<file path="src/rtl/nn_shift_pkg.sv">
// Shared types for the neuron multiplier server: FSM state encoding and a width helper.
package nn_shift_pkg;

  typedef enum logic [2:0] {
    ST_IDLE,
    ST_GRANT,
    ST_CALC,
    ST_DONE,
    ST_RELEASE
  } st_mult_srv_e;

  // Width of a counter/pointer able to address n values; never narrower than one bit.
  function automatic int clog2_min1(input int n);
    return (n <= 2) ? 1 : $clog2(n);
  endfunction

endpackage

</file>
<file path="src/rtl/shared_mult_server_rr_arbiter.sv">
// Round-robin pick: first requesting client at or after ptr, wrapping; one-hot plus index.
module rr_arbiter
  import nn_shift_pkg::*;
#(
  parameter int NumClients = 4,
  localparam int PtrW = clog2_min1(NumClients)
) (
  input  logic [NumClients-1:0] req,
  input  logic [PtrW-1:0]       ptr,
  output logic                  valid,
  output logic [NumClients-1:0] pick_oh,
  output logic [PtrW-1:0]       pick_idx
);

  always_comb begin
    valid    = 1'b0;
    pick_oh  = '0;
    pick_idx = '0;
    for (int i = 0; i < NumClients; i++) begin
      int j;
      j = int'(ptr) + i;
      if (j >= NumClients) j = j - NumClients;
      if (!valid && req[j]) begin
        valid       = 1'b1;
        pick_oh[j]  = 1'b1;
        pick_idx    = PtrW'(j);
      end
    end
  end

endmodule

</file>
<file path="src/rtl/shared_mult_server.sv">
// Round-robin server sharing one sequential signed shift-add multiplier among NumClients neurons.
// Define SHARED_MULT_FAST_EN for radix-4 (two multiplier bits per cycle, DataWidth must be even).
//
// state      | meaning
// -----------+-----------------------------------------------------------
// ST_IDLE    | no owner; pick next requester round-robin
// ST_GRANT   | client owns the multiplier; wait for start (or req drop)
// ST_CALC    | shift-add on operand magnitudes, one step per cycle
// ST_DONE    | done pulse is visible for this cycle
// ST_RELEASE | wait for owner to drop req before freeing the grant
module shared_mult_server
  import nn_shift_pkg::*;
#(
  parameter int NumClients = 4,
  parameter int DataWidth  = 8
) (
  input  logic                             clk_i,
  input  logic                             reset_ni,
  input  logic [NumClients-1:0]            mult_req_i,
  input  logic [NumClients-1:0]            mult_start_i,
  input  logic [NumClients*DataWidth-1:0]  mult_a_i,
  input  logic [NumClients*DataWidth-1:0]  mult_b_i,
  output logic [NumClients-1:0]            mult_grant_o,
  output logic                             mult_busy_o,
  output logic [NumClients-1:0]            mult_done_o,
  output logic [2*DataWidth-1:0]           mult_result_o
);

  localparam int PtrW  = clog2_min1(NumClients);
  localparam int ProdW = 2 * DataWidth;
`ifdef SHARED_MULT_FAST_EN
  localparam int Iters = DataWidth / 2;
`else
  localparam int Iters = DataWidth;
`endif
  localparam int CntW = clog2_min1(Iters);
  localparam logic [CntW-1:0] CntLast = CntW'(Iters - 1);

  st_mult_srv_e         state;
  logic [PtrW-1:0]      rr_ptr;
  logic [PtrW-1:0]      owner;
  logic [CntW-1:0]      cnt;
  logic [DataWidth-1:0] a_mag, b_mag;
  logic                 neg;
  logic                 aborted;
  logic [ProdW-1:0]     acc;

  logic                  arb_valid;
  logic [NumClients-1:0] arb_pick_oh;
  logic [PtrW-1:0]       arb_pick_idx;
  logic [DataWidth-1:0]  a_sel, b_sel, a_mag_nx, b_mag_nx;
  logic [ProdW-1:0]      partial, acc_nx;
  logic                  owner_req;

  rr_arbiter #(.NumClients(NumClients)) u_rr_arbiter (
    .req      (mult_req_i),
    .ptr      (rr_ptr),
    .valid    (arb_valid),
    .pick_oh  (arb_pick_oh),
    .pick_idx (arb_pick_idx)
  );

  always_comb begin
    owner_req = mult_req_i[owner];
    a_sel     = mult_a_i[int'(owner)*DataWidth +: DataWidth];
    b_sel     = mult_b_i[int'(owner)*DataWidth +: DataWidth];
    // Magnitude of the most negative value is 2^(DW-1), which still fits unsigned in DW bits.
    a_mag_nx  = a_sel[DataWidth-1] ? -a_sel : a_sel;
    b_mag_nx  = b_sel[DataWidth-1] ? -b_sel : b_sel;
`ifdef SHARED_MULT_FAST_EN
    partial   = (ProdW'(a_mag) * ProdW'(b_mag[2*int'(cnt) +: 2])) << (2 * int'(cnt));
`else
    partial   = b_mag[cnt] ? (ProdW'(a_mag) << cnt) : '0;
`endif
    acc_nx    = acc + partial;
  end

  always_ff @(posedge clk_i or negedge reset_ni) begin
    if (!reset_ni) begin
      state         <= ST_IDLE;
      rr_ptr        <= '0;
      owner         <= '0;
      cnt           <= '0;
      a_mag         <= '0;
      b_mag         <= '0;
      neg           <= 1'b0;
      aborted       <= 1'b0;
      acc           <= '0;
      mult_grant_o  <= '0;
      mult_busy_o   <= 1'b0;
      mult_done_o   <= '0;
      mult_result_o <= '0;
    end else begin
      case (state)
        ST_IDLE: begin
          if (arb_valid) begin
            mult_grant_o <= arb_pick_oh;
            owner        <= arb_pick_idx;
            rr_ptr       <= (int'(arb_pick_idx) == NumClients - 1) ? '0
                                                                   : PtrW'(int'(arb_pick_idx) + 1);
            state        <= ST_GRANT;
          end
        end
        ST_GRANT: begin
          if (!owner_req) begin
            mult_grant_o <= '0;
            state        <= ST_IDLE;
          end else if (mult_start_i[owner]) begin
            a_mag       <= a_mag_nx;
            b_mag       <= b_mag_nx;
            neg         <= a_sel[DataWidth-1] ^ b_sel[DataWidth-1];
            acc         <= '0;
            cnt         <= '0;
            aborted     <= 1'b0;
            mult_busy_o <= 1'b1;
            state       <= ST_CALC;
          end
        end
        ST_CALC: begin
          acc <= acc_nx;
          cnt <= CntW'(int'(cnt) + 1);
          if (!owner_req) aborted <= 1'b1;
          if (cnt == CntLast) begin
            mult_busy_o <= 1'b0;
            // A requester that let go at any point during the multiply gets no result.
            if (aborted || !owner_req) begin
              state <= ST_RELEASE;
            end else begin
              mult_result_o <= neg ? -acc_nx : acc_nx;
              mult_done_o   <= mult_grant_o;
              state         <= ST_DONE;
            end
          end
        end
        ST_DONE: begin
          mult_done_o <= '0;
          state       <= ST_RELEASE;
        end
        ST_RELEASE: begin
          if (!owner_req) begin
            mult_grant_o <= '0;
            state        <= ST_IDLE;
          end
        end
        default: state <= ST_IDLE;
      endcase
    end
  end

endmodule

</file>
<file path="config.mk">
export PLATFORM = sky130hd
export DESIGN_NAME = shared_mult_server
export DESIGN_NICKNAME = d
export VERILOG_FILES = /design/src/rtl/nn_shift_pkg.sv /design/src/rtl/shared_mult_server_rr_arbiter.sv /design/src/rtl/shared_mult_server.sv
export SDC_FILE = /design/constraint.sdc
export NUM_CORES = 1
export LEC_CHECK = 0
export BUFFER_PORTS_ARGS = -buffer_cell sky130_fd_sc_hd__buf_2
export CAP_MARGIN = 10
export CORE_UTILIZATION = 35
export DETAILED_ROUTE_END_ITERATION = 6
export PLACE_DENSITY = 0.62
export SLEW_MARGIN = 15
export SYNTH_ARGS = -nofsm -noshare
export SYNTH_HDL_FRONTEND = slang
export SYNTH_SLANG_ARGS = --single-unit
</file>
<file path="constraint.sdc">
create_clock -name clk_i -period 5.12 [get_ports clk_i]
set_input_delay 0.256 -clock clk_i [delete_from_list [all_inputs] [get_ports clk_i]]
set_output_delay 0.256 -clock clk_i [all_outputs]
set_load 0.005 [all_outputs]
</file>
==> metrics.txt, run 1 <==
Ant. Diodes=0; Die W=about 120 µm; GRT overflow=0; critical path endpoint=mult_result_o[14]; Synth Flop Type=dfrtp_1; clock sink total=69; fin nets=around 750; io pins=a little under 100; Max-Cap Viols=0; Post-synth ARST share=between 90% and 100%; slowest CP cell=dfrtp_1; vias per cell=5.29; site row count=44; Placer Congestion=0.865; hold crit path type=in2async; largest net degree at the start of global routing=70; max frequency=about 0.23 GHz; Gate Count Post-Synth=between 500 and 600; Syn-to-layout area delta=16.6%; CP endpoint kind=flop; number of global-route vias before repair=around 4.4k; Buf/Inv on CP=0; H-tree depth=3; most frequent cell after synthesis=nand2_1; # placed instances=slightly above 800; post-synth top area cell=dfrtp_1; Pre-Repair DR Iteration Count=4; Final Hold Viols=0; port bufs=98; Core ar.=roughly 0.015 mm²; Detailed Route Iter0 Violations=between 150 and 200; overall global routing resource usage=roughly 16%; register area share after synthesis=between 30% and 40%; most frequent cells after synthesis=90 x nand2_1, 69 x dfrtp_1, 61 x o21ai_0; CTS Buf Count=9; Setup crit start kind=flop; RSZ-0062 raised after global routing=no; max-slew violation count=0; Yosys warnings=0; top cell type's share of synthesized area=between 30% and 40%; Initial Util=~36%; status=finished, final reports clean; Distinct cells, synth=slightly below 70; cell family with most CP delay=compound AO/OA/AOI/OAI gates; dpl hpwl=9.21 mm; reg2reg end=mult_result_o[14]; WP data required=about 5.3 ns; top cells by area, synth=dfrtp_1 33%, mux4_2 9.8%, nand2_1 6.4%, ha_1 5.9%, o21ai_0 5.8%; worst r2r src=cnt[0]; setup total negative slack=0 ns; Finished Layout Cells=~840; Routed WL per cell=between 10 and 15 µm; Max clock buf depth=2; WP data arrival=around 4.5 ns; total number of vias=approximately 4.4k; CTS Root Cell=clkbuf_16; FF-to-FF setup slack=roughly 0.76 ns; clock latency on the worst-skew pair=~0.33 ns; postcts setup bufs=0; peak supply drop=approximately 0.23 mV; hold buffer count at CTS=0; Final setup viols=0; critical path type=reg2reg; # DRC=0; syn_nets=~660; antenna violations before repair=0; clk slew on worst S/H paths=about 0.06 ns; FF-to-FF path depth=14; chain of cells forming the critical path=mux4_2 > nand2_1 > and2_1 > nor2_1 > ha_1 > a2111oi_2 > o21ai_1 > a41oi_2 > o21bai_1 > a21oi_2 > xnor2_2 > o41ai_4 > xnor2_1 > o21ai_2; Final Skew=between 0.006 and 0.007 ns; share of cells above drive strength 1=about a quarter; CTS resizes=0; Worst path max stage delay=around 0.71 ns; worst setup path startpoint=cnt[0]; period utilization=between 80% and 90%; Worst Tran Pin Value=about 1.1 ns; LEAKAGE=between 2 and 3 nW; PwrDens=about 590 mW/mm²; Period minus WS final=4.36 ns; Seq cells post-synth=~70; first-pass GRT wire length=slightly above 20 mm; TritonCTS clock tree=yes; Max-slew headroom=29.3%; hold_ws=approximately 0.13 ns; critical path depth=14; synthesized area=~0.0053 mm²; DRT antenna net count=0; EDFF count, synth=0; final-layout fill cell count=around 1.4k; Die Ht=between 100 and 150 µm; syn_area_per_cell=slightly above 9 µm²; total die area=0.0155 mm²; final wirelength=11.9 mm; critical path fanouts, max=19
[flip-flops by register name, indices dropped and copies added, names as in the netlist, 3 cells and up, named ones only]
register and count:
state 3, mult_done_o 4, cnt 3, mult_grant_o 4
mult_result_o 16, b_mag 8, a_mag 8, acc 16
[area by class of cell]
class | instances | area [µm²] | area share [%]
clock inverters | 5 | 33.8 | 0.551
flip-flops and latches | 69 | 1730 | 28.2
well taps | 184 | 230 | 3.76
repair buffers | 100 | 505 | 8.24
multi-input cells | 445 | 3300 | 53.9
clock buffers | 11 | 253 | 4.12
inverters | 21 | 78.8 | 1.29
[cells in the final DEF (no fill, tap or decap), types with 9 or more instances in the layout]
cell type  synthesis  routed
a22o_1            14      14
xnor2_1           21      21
clkbuf_16          0       9
nor2_1            43      43
ha_1              25      25
o21ai_0           61      61
mux2i_1           10      10
mux4_2            23      23
nand2_1           90      90
xor2_1            18      18
dfrtp_1           69      69
buf_2              2      98
a21oi_1           19      19
inv_1             21      21
[worst reg2reg max path: stages (launching register included)]
cell and delay (ns):
dfrtp_1 0.71, mux4_2 0.59, nand2_1 0.17, and2_1 0.27, nor2_1 0.09, ha_1 0.38, a2111oi_2 0.41, o21ai_1 0.21
a41oi_2 0.26, o21bai_1 0.12, a21oi_2 0.19, xnor2_2 0.16, o41ai_4 0.39, xnor2_1 0.19, o21ai_2 0.07
[routing by layer]
| metal | routed length [µm] | vias to the layer above | global-route usage (%) |
|---|---|---|---|
| met5 | 0 | - | 0 |
| met4 | 127 | 0 | 4.68 |
| met3 | 595 | 9 | 2.62 |
| met2 | 5450 | 140 | 26.1 |
| met1 | 5780 | 2066 | 21.7 |
| li1 | - | 2205 | - |
[cell families (layout without fill, tap and decap cells)]
family | count (synthesis) | in the layout | synth area share [%]
AND/OR/NAND/NOR | 187 | 187 | 16.2
XOR/XNOR | 42 | 42 | 7.42
multiplexers | 39 | 39 | 13.0
adder cells (fa/ha/maj) | 26 | 26 | 6.33
AO/OA/AOI/OAI | 151 | 151 | 19.8
buffers and inverters | 49 | 137 | 4.47
flip-flops | 69 | 69 | 32.8
[where the power goes]
| part | switching (W) | internal [W] | total (W) |
|---|---|---|---|
| registers | 0.000223 | 0.000696 | 0.000919 |
| logic | 0.00118 | 0.000914 | 0.00209 |
| clock network | 0.000239 | 0.000354 | 0.000593 |
[worst min path at each step]
stage	start	to	cells after the start
floorplan	reset_ni	asynchronous set/reset pin	0
global placement	mult_result_o[4]	mult_result_o[4]	2
detailed placement	mult_result_o[12]	mult_result_o[12]	2
CTS	reset_ni	mult_result_o[15]	2
global route	reset_ni	mult_result_o[15]	2
finish	reset_ni	mult_result_o[15]	2
[through the flow]
step	util (%)	area [µm²]	setup slack (ns)	total power (W)
2_1_floorplan	-	5260	1.20	0.00260
3_3_place_gp	40.1	5840	0.948	0.00295
3_5_place_dp	40.1	5840	0.816	0.00302
4_1_cts	42.0	6130	0.749	0.00362
5_1_grt	42.0	6130	0.428	0.00395
6_report	42.0	6130	0.759	0.00360
(Power assumes the default switching activity.)
==> inputs of run 2 (changes only) <==
--- a/config.mk
+++ b/config.mk
@@ -5,11 +5,12 @@
 export SDC_FILE = /design/constraint.sdc
 export NUM_CORES = 1
 export LEC_CHECK = 0
+export ABC_AREA = 1
 export BUFFER_PORTS_ARGS = -buffer_cell sky130_fd_sc_hd__buf_2
 export CAP_MARGIN = 10
 export CORE_UTILIZATION = 35
 export DETAILED_ROUTE_END_ITERATION = 6
-export PLACE_DENSITY = 0.62
+export PLACE_DENSITY = 0.61
 export SLEW_MARGIN = 15
 export SYNTH_ARGS = -nofsm -noshare
 export SYNTH_HDL_FRONTEND = slang
==> constraint.sdc (replaced) <==
create_clock -name clk_i -period 5.6 [get_ports clk_i]
set_input_delay 0.28 -clock clk_i [delete_from_list [all_inputs] [get_ports clk_i]]
set_output_delay 0.28 -clock clk_i [all_outputs]
set_load 0.005 [all_outputs]
==> run 2 against run 1 <==
Against the previous run:
- core utilization shrank 0.11 points
- area after synthesis is 8.8% higher
- maximum frequency up 17%
- first-iteration DRC count is 120% higher
- register-to-register slack better by 1.1 ns
- non-clock buffer count is the same
- sequential share of layout area down 2.3 points
- critical path type unchanged
==> metrics.txt, run 2 <==
status=finished, final reports clean; CTS Buf Count=9; largest family of logic cells by synthesized area=simple AND/OR/NAND/NOR gates; port bufs=98; Final Skew=0.00832 ns; antenna violations before repair=0; Synth Flop Type=dfrtp_1; chain of cells forming the critical path=inv_1 > nor2_1 > o21ai_0 > nand2_1 > nor3_1 > ha_1 > fa_1 > inv_1 > ha_1 > inv_1 > nor2_1 > nand3_1 > nor2_1 > nand2_1 > nor2_2 > nand3_1 > nand2_1 > nand2_1 > nand3_1 > nand2_1; number of global-route vias before repair=5,288; WP data required=around 5.8 ns; critical path depth=20; FF-to-FF path depth=20; hold buffer count at CTS=0; Buf/Inv on CP=3; Initial Util=around 36%; first-pass GRT wire length=25.6 mm; overall global routing resource usage=a little under a fifth; final core occ=a little over two fifths; area share of fa/ha/maj cells after synthesis=under 10%; max-slew violation count=0; total die area=0.0169 mm²; xor/xnor cell area share of the yosys netlist=under 10%; Max-slew headroom=approximately a third; Routed WL per cell=approximately 13 µm; clk slew on worst S/H paths=about 0.060 ns; final-layout fill cell count=1,681; postcts setup bufs=0; io pins=a little under 100; slowest CP cell=dfrtp_1; post-synth top area cell=dfrtp_1; period utilization=between 60% and 70%; commonest cells after routing, fill and taps aside=267 x nand2_1, 98 x buf_2, 92 x inv_1; LEAKAGE=approximately 3.5 nW; final wirelength=15.0 mm; most used cell, CP=nand2_1; PwrDens=approximately 600 mW/mm²; Die Ht=about 130 µm; critical path type=reg2reg; DRT antenna net count=0; most frequent cells after synthesis=267 x nand2_1, 92 x inv_1, 84 x o21ai_0; register area share after synthesis=between 30% and 40%; clock latency on the worst-skew pair=0.34 ns; top cells by area, synth=dfrtp_1 30%, nand2_1 18%, o21ai_0 7.3%, inv_1 6.0%, ha_1 5.5%; CP endpoint kind=flop; top cell type's share of synthesized area=a little under a third; CTS Root Cell=clkbuf_16; EDFF count, synth=0; peak supply drop=roughly 0.27 mV; Final WS setup=around 1.9 ns; Yosys warnings=0; Final setup viols=0; Setup crit start kind=flop; dpl hpwl=about 12 mm; Worst Tran Pin Value=~1 ns; Synth Area in Compound Gates=between 15 and 20%; WP data arrival=approximately 4 ns; syn_nets=965; synthesized area=around 0.0057 mm²; # DRC=0; clock sink total=between 60 and 70; Gate Count Post-Synth=~870; Max-Cap Viols=0; critical path fanouts, max=21; Core ar.=around 0.016 mm²; RSZ-0062 raised after global routing=no; dpl ws=roughly 1.9 ns; biggest regs=acc x16, mult_result_o x16; Detailed Route Iter0 Violations=approximately 410; TritonCTS clock tree=yes; # placed instances=~1.2k; Placed Area=roughly 0.0063 mm²; Finished Layout Cells=around 1.2k; Pre-Repair DR Iteration Count=5; total number of vias=about 5.6k; Finished Cell Area=between 0.006 and 0.007 mm²; Final Hold Viols=0; vias per cell=~4.8; Worst path max stage delay=about 0.57 ns; CTS resizes=0; max frequency=between 0.2 and 0.3 GHz; commonest non-fill, non-tap cell in the layout=nand2_1; H-tree depth=3; setup total negative slack=0 ns; Max clock buf depth=2; Ant. Diodes=0; Post-synth ARST share=100%; Period minus WS final=approximately 3.7 ns; most frequent cell after synthesis=nand2_1; syn_area_per_cell=between 6 and 7 µm²; cell family with most CP delay=simple AND/OR/NAND/NOR gates; Seq cells post-synth=69; Post-Synth Simple-Gate Area=33.9%; largest net degree at the start of global routing=70; Placer Congestion=approximately 0.87; share of cells above drive strength 1=a little under a fifth; Die W=130 µm; hold crit path type=in2async; GRT overflow=0; site row count=46; Syn-to-layout area delta=16.7%; Distinct cells, synth=46; fin nets=roughly 1.0k; post-synthesis mux area share=less than 1%
run 2: cell types whose count changed in the layout (fill, tap and decap cells not counted), sizes merged, moves of 8 or more:
cell,change
mux4,-23
o21ai,+34
inv,+81
nor2,+38
a22o,-13
xor2,-8
a21oi,+15
nand3,+53
xnor2,-16
nand2,+196
run 2: final timing paths:
check | start | slack [ns] | end
setup / recovery | cnt[0] | 1.87 | mult_result_o[14]
hold reg to reg | mult_done_o[1] | 0.48 | mult_done_o[1]
hold / removal | reset_ni | 0.12 | acc[13]
setup reg to reg | cnt[0] | 1.87 | mult_result_o[14]
max in group asynchronous | reset_ni | 4.83 | acc[10]
min in group clk_i | mult_a_i[22] | 0.36 | a_mag[6]
run 2: cell families (layout without fill, tap and decap cells):
kind of cell / Yosys count / count (layout)
buf+inv: 131 / 220
mux: 3 / 3
simple gates: 448 / 448
fa+ha+maj: 26 / 26
compound gates: 170 / 170
xor+xnor: 18 / 18
flops: 69 / 69
run 2: metal layers:
metal,vias to the layer above,global-route usage (%),share of wire (%)
li1,2983,-,-
met2,140,31.0,45
met4,0,7.25,2.7
met1,2493,25.5,49
met5,-,0,0
met3,24,3.44,3.9
run 2: through the flow:
| step | total power [W] | hold WS [ns] |
|---|---|---|
| after floorplan | 0.00287 | -0.0156 |
| after global placement | 0.00340 | 0.461 |
| after detailed placement | 0.00341 | 0.464 |
| after CTS | 0.00410 | 0.194 |
| after global routing | 0.00453 | 0.251 |
| final | 0.00408 | 0.120 |
run 2: worst reg2reg max path, cell delays in order, from the launching register on:
cell     delay (ns)
dfrtp_1        0.57
inv_1          0.25
nor2_1         0.05
o21ai_0        0.20
nand2_1        0.15
nor3_1         0.26
ha_1           0.32
fa_1           0.47
inv_1          0.11
ha_1           0.15
inv_1          0.05
nor2_1         0.13
nand3_1        0.12
nor2_1         0.16
nand2_1        0.11
nor2_2         0.16
nand3_1        0.11
nand2_1        0.07
nand2_1        0.06
nand3_1        0.06
nand2_1        0.05
run 2: cell type report:
class | count | area, µm² | share of cell area (%)
Timing Repair Buffer | 100 | 505 | 7.56
Clock inverter | 7 | 121 | 1.82
Tap cell | 216 | 270 | 4.04
Inverter | 104 | 394 | 5.90
Multi-Input combinational cell | 665 | 3440 | 51.5
Sequential cell | 69 | 1730 | 25.8
Clock buffer | 9 | 225 | 3.37
run 2: power by group:
group	internal, W	switching (W)
clock	0.000437	0.000231
sequential	0.000676	0.000186
combinational	0.000888	0.00166
total	0.00200	0.00208
